`src/rtl/usb_spi_scheduler.sv`:
```
// Two-port round-robin scheduler for MAX3421E register transactions over mode-0 SPI.
// Optional macro USB_SPI_STATUS_EN captures the command-byte MISO bits into status.
module usb_spi_scheduler #(
   parameter int unsigned CLK_DIV = 2
) (
   input  logic       clk_clk,
   input  logic       reset_reset,
   input  logic       r0_req,
   input  logic       r0_wr,
   input  logic [4:0] r0_reg,
   input  logic [7:0] r0_wdata,
   output logic [7:0] r0_rdata,
   output logic       r0_done,
   input  logic       r1_req,
   input  logic       r1_wr,
   input  logic [4:0] r1_reg,
   input  logic [7:0] r1_wdata,
   output logic [7:0] r1_rdata,
   output logic       r1_done,
   output logic       spi_sclk,
   output logic       spi_mosi,
   input  logic       spi_miso,
   output logic       spi_cs_n,
   output logic       busy,
   output logic [7:0] status
);

   if (CLK_DIV < 1 || CLK_DIV > 255) begin : g_div_check
      $error("usb_spi_scheduler: CLK_DIV must be in 1..255");
   end

   localparam logic [7:0] DIV_M1 = 8'(CLK_DIV - 1);

   typedef enum logic [2:0] {StIdle, StSetup, StShift, StHold, StGap} state_t;

   state_t      state_q, state_d;
   logic [7:0]  cnt_q, cnt_d;
   logic [3:0]  bit_q, bit_d;
   logic        sclk_q, sclk_d;
   logic        mosi_q, mosi_d;
   logic        cs_n_q, cs_n_d;
   logic        busy_q, busy_d;
   logic [15:0] shift_q, shift_d;
   logic [7:0]  rx_q, rx_d;
   logic        port_q, port_d;
   logic        last_q, last_d;
   logic        r0_done_q, r0_done_d;
   logic        r1_done_q, r1_done_d;
   logic [7:0]  r0_rdata_q, r0_rdata_d;
   logic [7:0]  r1_rdata_q, r1_rdata_d;
   logic        cnt_end;
   logic        gnt;
   logic [15:0] frame;

   assign cnt_end = (cnt_q == DIV_M1);

   always_comb begin
      state_d    = state_q;
      cnt_d      = cnt_q;
      bit_d      = bit_q;
      sclk_d     = sclk_q;
      mosi_d     = mosi_q;
      cs_n_d     = cs_n_q;
      busy_d     = busy_q;
      shift_d    = shift_q;
      rx_d       = rx_q;
      port_d     = port_q;
      last_d     = last_q;
      r0_done_d  = 1'b0;
      r1_done_d  = 1'b0;
      r0_rdata_d = r0_rdata_q;
      r1_rdata_d = r1_rdata_q;
      // On a tie the port that did not win last time is granted.
      gnt        = (r0_req && r1_req) ? ~last_q : r1_req;
      frame      = gnt ? {r1_reg, 1'b0, r1_wr, 1'b0, (r1_wr ? r1_wdata : 8'h00)}
                       : {r0_reg, 1'b0, r0_wr, 1'b0, (r0_wr ? r0_wdata : 8'h00)};
      unique case (state_q)
         StIdle: begin
            if (r0_req || r1_req) begin
               port_d  = gnt;
               last_d  = gnt;
               shift_d = frame;
               mosi_d  = frame[15];
               cs_n_d  = 1'b0;
               busy_d  = 1'b1;
               cnt_d   = 8'd0;
               bit_d   = 4'd0;
               rx_d    = 8'h00;
               state_d = StSetup;
            end
         end
         StSetup: begin
            cnt_d = cnt_q + 8'd1;
            if (cnt_end) begin
               cnt_d   = 8'd0;
               state_d = StShift;
            end
         end
         StShift: begin
            cnt_d = cnt_q + 8'd1;
            if (cnt_end) begin
               cnt_d = 8'd0;
               if (!sclk_q) begin
                  sclk_d = 1'b1;
                  rx_d   = {rx_q[6:0], spi_miso};
               end else begin
                  sclk_d  = 1'b0;
                  shift_d = {shift_q[14:0], 1'b0};
                  mosi_d  = shift_q[14];
                  bit_d   = bit_q + 4'd1;
                  if (bit_q == 4'd15) begin
                     mosi_d  = 1'b0;
                     state_d = StHold;
                  end
               end
            end
         end
         StHold: begin
            cnt_d = cnt_q + 8'd1;
            if (cnt_end) begin
               cnt_d   = 8'd0;
               cs_n_d  = 1'b1;
               state_d = StGap;
               if (port_q) begin
                  r1_done_d  = 1'b1;
                  r1_rdata_d = rx_q;
               end else begin
                  r0_done_d  = 1'b1;
                  r0_rdata_d = rx_q;
               end
            end
         end
         StGap: begin
            cnt_d = cnt_q + 8'd1;
            if (cnt_end) begin
               cnt_d   = 8'd0;
               busy_d  = 1'b0;
               state_d = StIdle;
            end
         end
         default: state_d = StIdle;
      endcase
   end

   always_ff @(posedge clk_clk or posedge reset_reset) begin
      if (reset_reset) begin
         state_q    <= StIdle;
         cnt_q      <= 8'd0;
         bit_q      <= 4'd0;
         sclk_q     <= 1'b0;
         mosi_q     <= 1'b0;
         cs_n_q     <= 1'b1;
         busy_q     <= 1'b0;
         shift_q    <= 16'h0000;
         rx_q       <= 8'h00;
         port_q     <= 1'b0;
         last_q     <= 1'b1;
         r0_done_q  <= 1'b0;
         r1_done_q  <= 1'b0;
         r0_rdata_q <= 8'h00;
         r1_rdata_q <= 8'h00;
      end else begin
         state_q    <= state_d;
         cnt_q      <= cnt_d;
         bit_q      <= bit_d;
         sclk_q     <= sclk_d;
         mosi_q     <= mosi_d;
         cs_n_q     <= cs_n_d;
         busy_q     <= busy_d;
         shift_q    <= shift_d;
         rx_q       <= rx_d;
         port_q     <= port_d;
         last_q     <= last_d;
         r0_done_q  <= r0_done_d;
         r1_done_q  <= r1_done_d;
         r0_rdata_q <= r0_rdata_d;
         r1_rdata_q <= r1_rdata_d;
      end
   end

`ifdef USB_SPI_STATUS_EN
   logic [7:0] cmd_q;
   logic [7:0] status_q;
   logic       cmd_cap;
   logic       done_evt;

   // rx_q holds the full command byte at the 8th falling SCLK edge.
   assign cmd_cap  = (state_q == StShift) && cnt_end && sclk_q && (bit_q == 4'd7);
   assign done_evt = (state_q == StHold) && cnt_end;

   always_ff @(posedge clk_clk or posedge reset_reset) begin
      if (reset_reset) begin
         cmd_q    <= 8'h00;
         status_q <= 8'h00;
      end else begin
         if (cmd_cap) cmd_q <= rx_q;
         if (done_evt) status_q <= cmd_q;
      end
   end

   assign status = status_q;
`else
   assign status = 8'h00;
`endif

   assign spi_sclk = sclk_q;
   assign spi_mosi = mosi_q;
   assign spi_cs_n = cs_n_q;
   assign busy     = busy_q;
   assign r0_done  = r0_done_q;
   assign r1_done  = r1_done_q;
   assign r0_rdata = r0_rdata_q;
   assign r1_rdata = r1_rdata_q;

endmodule

```
`config.mk`:
```
export PLATFORM = sky130hd
export DESIGN_NAME = usb_spi_scheduler
export DESIGN_NICKNAME = d
export VERILOG_FILES = /design/src/rtl/usb_spi_scheduler.sv
export SDC_FILE = /design/constraint.sdc
export NUM_CORES = 1
export LEC_CHECK = 0
export ABC_AREA = 0
export CORE_MARGIN = 8
export CORE_UTILIZATION = 38
export DETAILED_ROUTE_END_ITERATION = 10
export DONT_BUFFER_PORTS = 1
export GPL_TIMING_DRIVEN = 0
export HOLD_SLACK_MARGIN = 0.12
export PLACE_DENSITY_LB_ADDON = 0.3
export RECOVER_POWER = 100
export SYNTH_ARGS = -nofsm -noshare
export SYNTH_HDL_FRONTEND = slang
export SYNTH_SLANG_ARGS = --single-unit
```
`constraint.sdc`:
```
create_clock -name clk_clk -period 2.6 [get_ports clk_clk]
set_input_delay 0.13 -clock clk_clk [delete_from_list [all_inputs] [get_ports clk_clk]]
set_output_delay 0.13 -clock clk_clk [all_outputs]
set_load 0.005 [all_outputs]
```
---- Word-level counts from Yosys, hierarchy flattened ----
Cells that the tools add are included.
word-level totals
  bits in registers ....................... 62
  bits of input ports ..................... 33
  output and inout port bits .............. 30
  word-level logic and storage cells ...... 95
operators by class
  add/subtract/negate cells ............... 2
  equality and inequality tests ........... 14
  multiplexer cells ....................... 44
  bitwise gates (word level) .............. 2
  reductions and logical operators ........ 18
operators with widths
  kind                                                             number
  8-bit two-way mux                                                6
  15-bit two-way mux                                               3
  8-bit case mux with 2 select lines                               2
  15-bit case mux with 2 select lines                              1
  3-bit two-way mux                                                7
  1-bit two-way mux                                                16
  16-bit two-way mux                                               1
  2-bit inequality test, second input constant                     8
  3-bit case mux with 5 select lines                               1
  4-bit two-way mux                                                3
  3-bit AND reduction                                              4
  8-bit by 1-bit adder with 8-bit output, second input constant    1
  8-bit by 1-bit == test with 1-bit output, second input constant  1
  4-bit case mux with 2 select lines                               1
  4-bit AND reduction                                              2
  2-bit nonzero test                                               4
  7-bit AND reduction                                              1
  3-bit by 2-bit == test with 1-bit output, second input constant  2
  1-bit case mux with 2 select lines                               3
  2-bit AND reduction                                              3
  4-bit by 1-bit adder with 4-bit output, second input constant    1
  4-bit == test, second input constant                             1
  4-bit OR reduction                                               1
  3-bit by 1-bit == test with 1-bit output, second input constant  1
  other kinds (5)                                                  6

---- Logic depth before layout (Yosys ltp) ----
  depth in word-level cells ............... 5
  mapped depth ............................ 8
  depth with buffers taken out ............ 6

---- Worst setup path after synthesis ----
Ideal clock, no wire load.
  kind .................................... register to register
  start point ............................. reg state_q[0]
  end point ............................... reg rx_q[1]
  setup time .............................. 0.125 ns
  arrival time ............................ 1.780 ns
  data required time ...................... 2.475 ns
  path slack .............................. 0.695 ns
  cell stages (with the launch flop) ...... 6
  path buffers ............................ 1
  period minus slack after synthesis ...... 1.905 ns
  cell sequence ........................... dfrtp_1 -> buf_4 -> or3b_2 -> nor2_1 -> a2bb2oi_4 -> mux2_4
between the ends
  cells in the longest elaborated chain, start to end .. 3
  elaborated cells on any way between the ends .. 8
  those cells by class .................... 4 x eq/ne; 1 x mux; 3 x reduce/logical
RTL lines
  element                                                                              line  text
  start, declared                                                                      36    state_t state_q, state_d;
  start signal, assigned                                                               147   state_q <= StIdle;
  start signal, assigned                                                               163   state_q <= state_d;
  3-bit by 2-bit == test with 1-bit output / 3-bit zero test (equally long branches)   77    unique case (state_q)
  2-bit inequality test (no source line) / 2-bit nonzero test (equally long branches)  -
  4-bit AND reduction (no source line)                                                 -
  end signal, assigned                                                                 171   rx_q <= rx_d;
  end, declared                                                                        44    logic [7:0] rx_q, rx_d;
Parallel ways exist; a longest one is shown, timed or not.
A chain may end at the register's enable or synchronous reset.

---- Final worst setup path ----
  start point ............................. reg state_q[0]
  end point ............................... reg shift_q[13]
between the ends
  cells in the longest elaborated chain, start to end .. 3
  elaborated cells on any way between the ends .. 8
  those cells by class .................... 4 x eq/ne; 1 x mux; 3 x reduce/logical
RTL lines
  element                                                                              line  text
  3-bit by 2-bit == test with 1-bit output / 3-bit zero test (equally long branches)   77
  2-bit inequality test (no source line) / 2-bit nonzero test (equally long branches)  -
  4-bit AND reduction (no source line)                                                 -
  end signal, assigned                                                                 170   shift_q <= shift_d;
  end, declared                                                                        43    logic [15:0] shift_q, shift_d;
Parallel ways exist; a longest one is shown, timed or not.

==> impl_metrics.toml <==
[status]
status = "finished clean"

[clock_network]
cts_max_level = 3
clock_sinks = 62
clkSlewWorstSetupHoldPaths_ns = 0.07
cts_root_buffer = "clkbuf_8"
cts_buffer_depth = 2
cts_buffers = 9
cts_hold_buffers = 14
cts_setup_buffers = 0
cts_tree = "built"
cts_resized = 0
clock_latency_ns = 0.34

[floorplanning]
die_h_um = 105
start_util_pct = 39.3
fp-row-count = 32
ioPinCount = 63
core_area_um2 = 7730
die_area_um2 = 11100
die_w_um = 105

[placed_design]
place_worst_setup_slack_ns = 0.374
place.port_buffers = 0
hpwl_um = 4880
dpl_cell_area_um2 = 3210
gp_congestion = 0.770

[route]
first_iter_violations = 107
drt_first_pass_iters = 4
vias = 2224
drc = 0
wl_per_cell_um = 16.3
drt-total-wl_um = 6870
via_per_inst = 5.28
ant_nets = 0

[synthesis]
synth_top_family_by_area = "simple AND/OR/NAND/NOR gates"
synth_edf_count = 0
synth_mux_area_share_pct = 11.4
ys.flop_type = "dfrtp_1"
avgSynthCellArea_um2 = 10.8
netlist_instances = 282
ys_ff_latch = 62
synth-simple-area-share_pct = 15.1
syn_area_um2 = 3040
synth_compound_area_share_pct = 14.7
async_reset_ff_share_pct = 100
synth_fa_ha_area_share_pct = 1.23
ys_seq_area_share_pct = 51.1
ys_warn_count = 0
synthXorXnorAreaFrac_pct = 1.15
synth_cell_types = 48

[global_route]
grt_max_degree = 34
grt_usage_pct = 12.7
grt_pass1_vias = 2296
grt_pass1_wl_um = 11300
antenna_found_initial = 0
grt_overflow = 0

[timing]
fin_skew_ns = 0.00692
layout_setup_ws_ns = 0.145
finalMaxSlewViolations = 0
tightestPinTransition_ns = 1.20
max_freq_mhz = 407
layout_min_cycle_time_ns = 2.46
fin_crit_sh_pct = 94.4
hold_violations = 0
fin_setup_tns_ns = 0
rsz0062_at_grt = "false"
slew_headroom_pct = 19.9
finalSetupViolCount = 0

[cells_and_area]
drive_above_1_share_pct = 19.4
diodes = 0
fin_area_um2 = 3530
fin_util_pct = 45.6
syn_to_final_growth_pct = 16.0
multi_input_area_um2 = 1320
n_fill_cell = 740
nets = 351
seqCellArea_um2 = 1550

[pwr]
powerDensity_nw_per_um2 = 786
total_power_w = 0.00277
cellLeakagePower_nw = 1.60
ir_drop_v = 0.000349

[worst_setup_path]
crit_type = "reg2reg"
r2r_slack_ns = 0.14
worstRegToRegCells = 7
path_max_fanout = 10
cp-end-kind = "flip-flop"
start_kind = "flip-flop"
cp_data_required_time_ns = 2.82
cp.arrival_ns = 2.68

[worst_hold_path]
min_path_cells = 3
hold_path_class = "in2reg"

[flow_run]
timing.max_cap.violations = 0
-- metal layers --
| metal | global-route usage [%] | routed length [µm] |
|---|---|---|
| met1 | 14.9 | 3090 |
| met2 | 20.9 | 3330 |
| met3 | 4.93 | 434 |
| met4 | 3.67 | 19 |
| met5 | 0 | 0 |
-- metrics by stage --
stage / cells / hold WS (ns)
2_1_floorplan: 289 / 0.193
6_report: 421 / 0.133
3_3_place_gp: 391 / 0.200
5_1_grt: 421 / 0.142
4_1_cts: 421 / 0.120
3_5_place_dp: 392 / 0.168
-- synthesized netlist by cell type (2+ instances only) --
library cell  count  area, µm²
dfrtp_1          60       1500
nand3_1          25        125
mux2i_1           4       40.0
a211oi_1          4       30.0
mux2_2           22        248
xnor2_1           2       17.5
clkbuf_1          5       18.8
buf_4            10       75.1
o21a_1            2       15.0
mux2_4            4       60.1
nor3_1            2       10.0
buf_6             2       22.5
nand4_1           2       12.5
nor2_1           17       63.8
nor3_2            2       20.0
a21o_1            3       22.5
a41oi_1           2       17.5
inv_1             7       26.3
buf_1             2       7.51
a31oi_1           4       25.0
xor2_1            2       17.5
o21ai_0          13       65.1
ha_1              3       37.5
dfstp_2           2       52.6
a21oi_1          25        125
a221o_1           7       70.1
nand2_1          28        105
-- cells in the final DEF (no fill, tap or decap), types with 2 or more instances in the layout --
cell type and count:
a211oi_1 4, a21o_1 3, a21oi_1 25, a221o_1 7, a31oi_1 4, a41oi_1 2, buf_1 2, buf_4 10
buf_6 2, bufinv_16 2, clkbuf_1 5, clkbuf_8 10, clkinvlp_4 2, conb_1 8, dfrtp_1 60, dlygate4sd3_1 14
ha_1 3, inv_1 7, mux2_1 3, mux2_2 22, mux2i_1 4, nand2_1 29, nand3_1 25, nand4_1 2
nor2_1 17, nor3_1 2, nor3_2 2, o21a_1 2, o21ai_0 13, xnor2_1 2, xor2_1 2
-- layout make-up --
| class | instances | share of cell area (%) |
|---|---|---|
| buffer | 20 | 3.66 |
| sequential | 62 | 44.1 |
| timing repair buffer | 15 | 4.12 |
| multi-input combinational | 200 | 37.5 |
| inverter | 7 | 0.745 |
| tap | 102 | 3.62 |
| clock inverter | 5 | 2.38 |
| clock buffer | 10 | 3.90 |
-- sequential cells by signal, summed over array words and instances, names as in the netlist --
signal,count
busy,1
r1_rdata,8
r1_done,1
state_q,3
r0_done,1
r0_rdata,8
port_q,1
bit_q,4
last_q,1
cnt_q,8
rx_q,8
shift_q,15
spi_mosi,1
spi_sclk,1
spi_cs_n,1
-- logic make-up (layout without fill, tap and decap cells) --
group                      Yosys count  after routing
adders and majority gates            3              3
muxes                               30             30
DFF                                 62             62
buffers and inverters               27             57
and+or+nand+nor                     88             88
AOI/OAI and AO/OA                   67             67
other                                1              8
xor gates and xnor gates             4              4
-- worst max-delay path: stages (launching register included) --
cell           delay, ns
dfrtp_1             0.37
buf_4               0.16
or3b_2              0.52
clkbuf_1            0.29
nor2_1              0.16
a21oi_1             0.05
dlygate4sd3_1       0.55
mux2_2              0.26
-- where the power goes --
part | internal, W | switching [W] | total [W]
clock | 0.000562 | 0.000373 | 0.000935
sequential | 0.00118 | 0.000203 | 0.00138
combinational | 0.000233 | 0.000224 | 0.000457
total | 0.00197 | 0.000801 | 0.00277
-- worst paths after layout --
path	from	to
max	state_q[0]	shift_q[13]
min	r1_wdata[4]	shift_q[4]
max reg2reg	state_q[0]	shift_q[13]
min reg2reg	shift_q[0]	shift_q[0]
max in group asynchronous	reset_reset	spi_mosi
min in group asynchronous	reset_reset	cnt_q[1]
Note: power is estimated with default switching activity, not from simulation.
